File: config.mk
export PLATFORM = sky130hd
export DESIGN_NAME = bram_request_port
export DESIGN_NICKNAME = d
export VERILOG_FILES = /design/src/rtl/bram_request_port.sv
export SDC_FILE = /design/constraint.sdc
export NUM_CORES = 1
export LEC_CHECK = 0
export BUFFER_PORTS_ARGS = -buffer_cell sky130_fd_sc_hd__buf_4
export CAP_MARGIN = 10
export CORE_MARGIN = 2
export CORE_UTILIZATION = 40
export DETAILED_ROUTE_END_ITERATION = 16
export MAX_ROUTING_LAYER = met4
export PLACE_DENSITY_LB_ADDON = 0.1
export RECOVER_POWER = 25
export SYNTH_ARGS = -nofsm -noshare
export SYNTH_HDL_FRONTEND = slang
export SYNTH_SLANG_ARGS = --single-unit
File: constraint.sdc
create_clock -name i_CLK -period 3.2 [get_ports i_CLK]
set_input_delay 0.48 -clock i_CLK [delete_from_list [all_inputs] [get_ports i_CLK]]
set_output_delay 0.48 -clock i_CLK [all_outputs]
set_load 0.005 [all_outputs]
File: src/rtl/bram_request_port.sv
// Valid/ready request front-end owning all ports of a single_port_bram; 2-entry read response buffer.
// Optional post-reset zero sweep of the BRAM enabled by defining BRAM_REQUEST_PORT_CLEAR_EN.
module bram_request_port #(
  parameter int DATA_WIDTH = 8,
  parameter int ADDR_WIDTH = 4
) (
  input  logic                  i_CLK,
  input  logic                  i_RST_N,
  input  logic                  i_REQ_VALID,
  output logic                  o_REQ_READY,
  input  logic                  i_REQ_WRITE,
  input  logic [ADDR_WIDTH-1:0] i_REQ_ADDRESS,
  input  logic [DATA_WIDTH-1:0] i_REQ_DATA,
  output logic                  o_RSP_VALID,
  input  logic                  i_RSP_READY,
  output logic [DATA_WIDTH-1:0] o_RSP_DATA,
  output logic                  o_BRAM_WRITE_ENABLE,
  output logic [ADDR_WIDTH-1:0] o_BRAM_WRITE_ADDRESS,
  output logic [DATA_WIDTH-1:0] o_BRAM_WRITE_DATA,
  output logic                  o_BRAM_READ_ENABLE,
  output logic [ADDR_WIDTH-1:0] o_BRAM_READ_ADDRESS,
  input  logic [DATA_WIDTH-1:0] i_BRAM_READ_DATA,
  output logic                  o_BUSY
);

  logic                  in_clear;
  logic [ADDR_WIDTH-1:0] clr_addr;
  logic                  accept;
  logic                  pop;
  logic [2:0]            occupancy;

  logic [1:0]            count_q, count_d;
  logic                  inflight_q, inflight_d;
  logic                  wr_ptr_q, wr_ptr_d;
  logic                  rd_ptr_q, rd_ptr_d;
  logic [DATA_WIDTH-1:0] fifo_q [2];

`ifdef BRAM_REQUEST_PORT_CLEAR_EN
  typedef enum logic {S_CLEAR, S_RUN} state_e;

  state_e                state_q, state_d;
  logic [ADDR_WIDTH-1:0] clr_addr_q, clr_addr_d;

  always_ff @(posedge i_CLK or negedge i_RST_N) begin
    if (!i_RST_N) begin
      state_q    <= S_CLEAR;
      clr_addr_q <= '0;
    end else begin
      state_q    <= state_d;
      clr_addr_q <= clr_addr_d;
    end
  end

  // The sweep counter wraps back to 0 on the last address, ready for the next reset.
  always_comb begin
    state_d    = state_q;
    clr_addr_d = clr_addr_q;
    if (state_q == S_CLEAR) begin
      clr_addr_d = clr_addr_q + 1'b1;
      if (clr_addr_q == '1) state_d = S_RUN;
    end
  end

  assign in_clear = (state_q == S_CLEAR);
  assign clr_addr = clr_addr_q;
`else
  assign in_clear = 1'b0;
  assign clr_addr = '0;
`endif

  // Ready looks at next-cycle occupancy: buffered + in flight, minus this cycle's pop.
  assign pop         = o_RSP_VALID & i_RSP_READY;
  assign occupancy   = {1'b0, count_q} + {2'b00, inflight_q} - {2'b00, pop};
  assign o_REQ_READY = !in_clear && (occupancy < 3'd2);
  assign accept      = i_REQ_VALID & o_REQ_READY;

  assign o_RSP_VALID = (count_q != 2'd0);
  assign o_RSP_DATA  = fifo_q[rd_ptr_q];

  assign o_BRAM_WRITE_ENABLE  = in_clear | (accept & i_REQ_WRITE);
  assign o_BRAM_WRITE_ADDRESS = in_clear ? clr_addr : i_REQ_ADDRESS;
  assign o_BRAM_WRITE_DATA    = in_clear ? '0 : i_REQ_DATA;
  assign o_BRAM_READ_ENABLE   = accept & ~i_REQ_WRITE;
  assign o_BRAM_READ_ADDRESS  = i_REQ_ADDRESS;
  assign o_BUSY               = in_clear;

  always_comb begin
    inflight_d = accept & ~i_REQ_WRITE;
    count_d    = count_q + {1'b0, inflight_q} - {1'b0, pop};
    wr_ptr_d   = wr_ptr_q ^ inflight_q;
    rd_ptr_d   = rd_ptr_q ^ pop;
  end

  always_ff @(posedge i_CLK or negedge i_RST_N) begin
    if (!i_RST_N) begin
      count_q    <= 2'd0;
      inflight_q <= 1'b0;
      wr_ptr_q   <= 1'b0;
      rd_ptr_q   <= 1'b0;
    end else begin
      count_q    <= count_d;
      inflight_q <= inflight_d;
      wr_ptr_q   <= wr_ptr_d;
      rd_ptr_q   <= rd_ptr_d;
    end
  end

  // Storage needs no reset; count_q alone decides what is valid.
  always_ff @(posedge i_CLK) begin
    if (inflight_q) fifo_q[wr_ptr_q] <= i_BRAM_READ_DATA;
  end

endmodule

==> summary.md <==
| Metric | Value |
|---|---|
| Share of the synthesized area in the top cell type | `0.490` |
| Placer Congestion | `0.666` |
| Area Growth Syn to Fin | `11.4%` |
| Hold Crit Depth | `2` |
| Largest net degree at the start of global routing | `12` |
| WL final | `1340 um` |
| Top FF cell, synth | `edfxtp_1` |
| Number of global-route vias before repair | `464` |
| Final setup viols | `0` |
| Highest Clock Rate | `337 MHz` |
| Vias/cell | `4.60` |
| Met2 wire length | `663 um` |
| WL met1 | `517 um` |
| Core Box Area | `0.00228 mm2` |
| Status | `finished, final reports clean` |
| Worst path max stage delay | `0.49 ns` |
| Num CTS Buffers | `3` |
| Clock latency on the worst-skew pair | `0.29 ns` |
| FP Rows | `17` |
| Final nets | `108` |
| Uppermost layer routed | `met4` |
| First-pass GRT wire length | `1980 um` |
| Met3 wire length | `111 um` |
| Pwr dens | `795 mW/mm2` |
| Synth area leaders | `edfxtp_1 (49%), buf_4 (13%), dfrtp_1 (13%)` |
| Fin Clk Skew | `0.00287 ns` |
| Syn_nets | `96` |
| Post-route ant nets | `0` |
| Post-synthesis register bit count | `21` |
| Layout cells sized above 1 | `0.455` |
| Post-synth top cells | `buf_4 (17), edfxtp_1 (16), mux2_2 (8), inv_1 (6), dfrtp_1 (5)` |
| Synth area leader | `edfxtp_1` |
| TritonCTS clock tree | `done` |
| Post-CTS Setup Inserts | `0` |
| Fin crit period | `2.96 ns` |
| Num ports | `54` |
| TNS Setup | `0 ns` |
| Wire per inst | `12.7 um` |
| Arr. time, crit path | `2.48 ns` |
| Post-synthesis sequential area ratio | `0.617` |
| Initial DRC Count | `1` |
| Slowest library cell on the worst path | `fa_1` |
| Sw Ratio | `0.296` |
| Non-filler cells, final | `105` |
| Crit path launch type | `register` |
| Post-synth EDFFs | `16` |
| Initial Util | `0.431` |
| Crit path kind | `register to primary output` |
| Static leakage | `0.000452 uW` |
| Reg power frac | `0.472` |
| Placed cells | `100` |
| Slew Limit Fails | `0` |
| Buffers added on ports | `24` |
| Final Hold Viols | `0` |
| CTS H-Tree Depth | `1` |
| Post-Synthesis Cells | `66` |
| WP data required | `2.72 ns` |
| Most frequent CP cell | `ha_1` |
| Clock transition at path regs | `0.11 ns` |
| Max clock buf depth | `2` |
| Post-synthesis cell type count | `16` |
| Crit Path Max Fanout | `4` |
| Pwr Total | `868 uW` |
| RSZ-0062 raised after global routing | `false` |
| Post-cts hold buffer count | `1` |
| Cells along the critical path | `o21a_1, ha_1, inv_1, ha_1, fa_1, nor4b_1, buf_4` |
| Die height | `53.5 um` |
| YS warnings | `0` |
| # DRC | `0` |
| N_diodes | `0` |
| VDD IR max | `0.402 mV` |
| Detailed placement HPWL | `1020 um` |
| Layout Utilization | `0.480` |
| Hold_ws | `0.351 ns` |
| Maxcap violations | `0` |
| Sw power | `257 uW` |
| Initial antenna violation count | `0` |
| # resized after CTS | `0` |
| All-Layer GR Usage | `0.103` |
| HP Class | `input pin to register` |
| Initial DRT Pass Iterations | `3` |
| Root Buffer | `clkbuf_4` |
| Die width | `53.5 um` |
| Die Area | `0.00286 mm2` |
| Comb pwr share | `0.390` |
| P_int | `611 uW` |
| Async SR Flop Fraction | `0.238` |
| Most common cell in the synthesized netlist | `buf_4` |
| R2r worst-path depth | `6` |
| Clk sinks | `21` |
| GRT overflow | `0` |
| Clk pwr share | `0.138` |
| Post-synthesis area per instance | `14.9 um2` |
| Via Count | `483` |
| Final period utilization | `0.926` |
| Synth Cell Area | `981 um2` |
| Crit path capture type | `primary output` |
==> registers in the layout, indices dropped and copies added, names as in the netlist <==
signal and count:
fifo_q 16, count_q 2, inflight_q 1, rd_ptr_q 1, wr_ptr_q 1
==> cell type report <==
cell class	instances	area, um2
well taps	28	35.0
clock buffers	4	26.3
repair buffers	25	183
multi-input cells	21	220
fillers	200	1180
flip-flops and latches	21	606
inverters	6	22.5
==> through the flow <==
step | instance area [um2] | worst slack [ns]
after detailed placement | 1060 | 0.447
final | 1090 | 0.237
after global placement | 1060 | 0.484
after floorplan | 981 | 0.759
after CTS | 1100 | 0.192
after global routing | 1090 | 0.0208
==> metal layers <==
layer	global-route usage	vias up
li1	-	227
met1	0.111	226
met2	0.165	22
met3	0.0339	8
met4	0.0641	0
met5	-	-
==> cells by family after synthesis <==
| kind of cell | after synthesis | synth area share |
|---|---|---|
| AOI/OAI and AO/OA | 1 | 0.00766 |
| xor gates and xnor gates | 2 | 0.0179 |
| muxes | 8 | 0.0918 |
| adders and majority gates | 5 | 0.0714 |
| other | 1 | 0.00382 |
| buffers and inverters | 24 | 0.158 |
| DFF | 21 | 0.617 |
| and+or+nand+nor | 4 | 0.0319 |
==> worst max-delay path, delay by kind of cell (launching register included) <==
family / cells / cell delay [ns]
compound gates: 1 / 0.22
simple gates: 1 / 0.38
flops: 1 / 0.43
buf+inv: 2 / 0.22
fa+ha+maj: 3 / 0.94
==> final timing paths <==
kind	startpoint	to	slack, ns
min in group asynchronous	i_RST_N	inflight_q$_DFF_PN0_	0.55
setup reg to reg	count_q[1]$_DFF_PN0_	inflight_q$_DFF_PN0_	1.07
max in group asynchronous	i_RST_N	wr_ptr_q$_DFF_PN0_	2.44
setup / recovery	count_q[1]$_DFF_PN0_	o_BRAM_READ_ENABLE	0.24
hold / removal	i_REQ_WRITE	inflight_q$_DFF_PN0_	0.35
hold reg to reg	count_q[0]$_DFF_PN0_	count_q[0]$_DFF_PN0_	0.54
==> placed cells by master, fill, tap and decap left out <==
cell type	n
edfxtp_1	16
buf_4	15
clkbuf_4	10
mux2_2	8
inv_1	6
dfrtp_1	5
ha_1	4
clkbuf_1	3
xnor2_1	1
nor2_1	1
nor4b_1	1
o21a_1	1
xor2_1	1
or2_2	1
and4bb_2	1
fa_1	1
conb_1	1
dlygate4sd3_1	1
==> power groups by stage <==
stage / Combinational (uW) / Clock (uW) / Sequential [uW]
after floorplan: 239 / 0 / 384
after global placement: 346 / 0 / 415
after detailed placement: 349 / 0 / 417
after CTS: 351 / 124 / 412
after global routing: 383 / 135 / 419
final: 339 / 119 / 410
(Power assumes the default switching activity.)
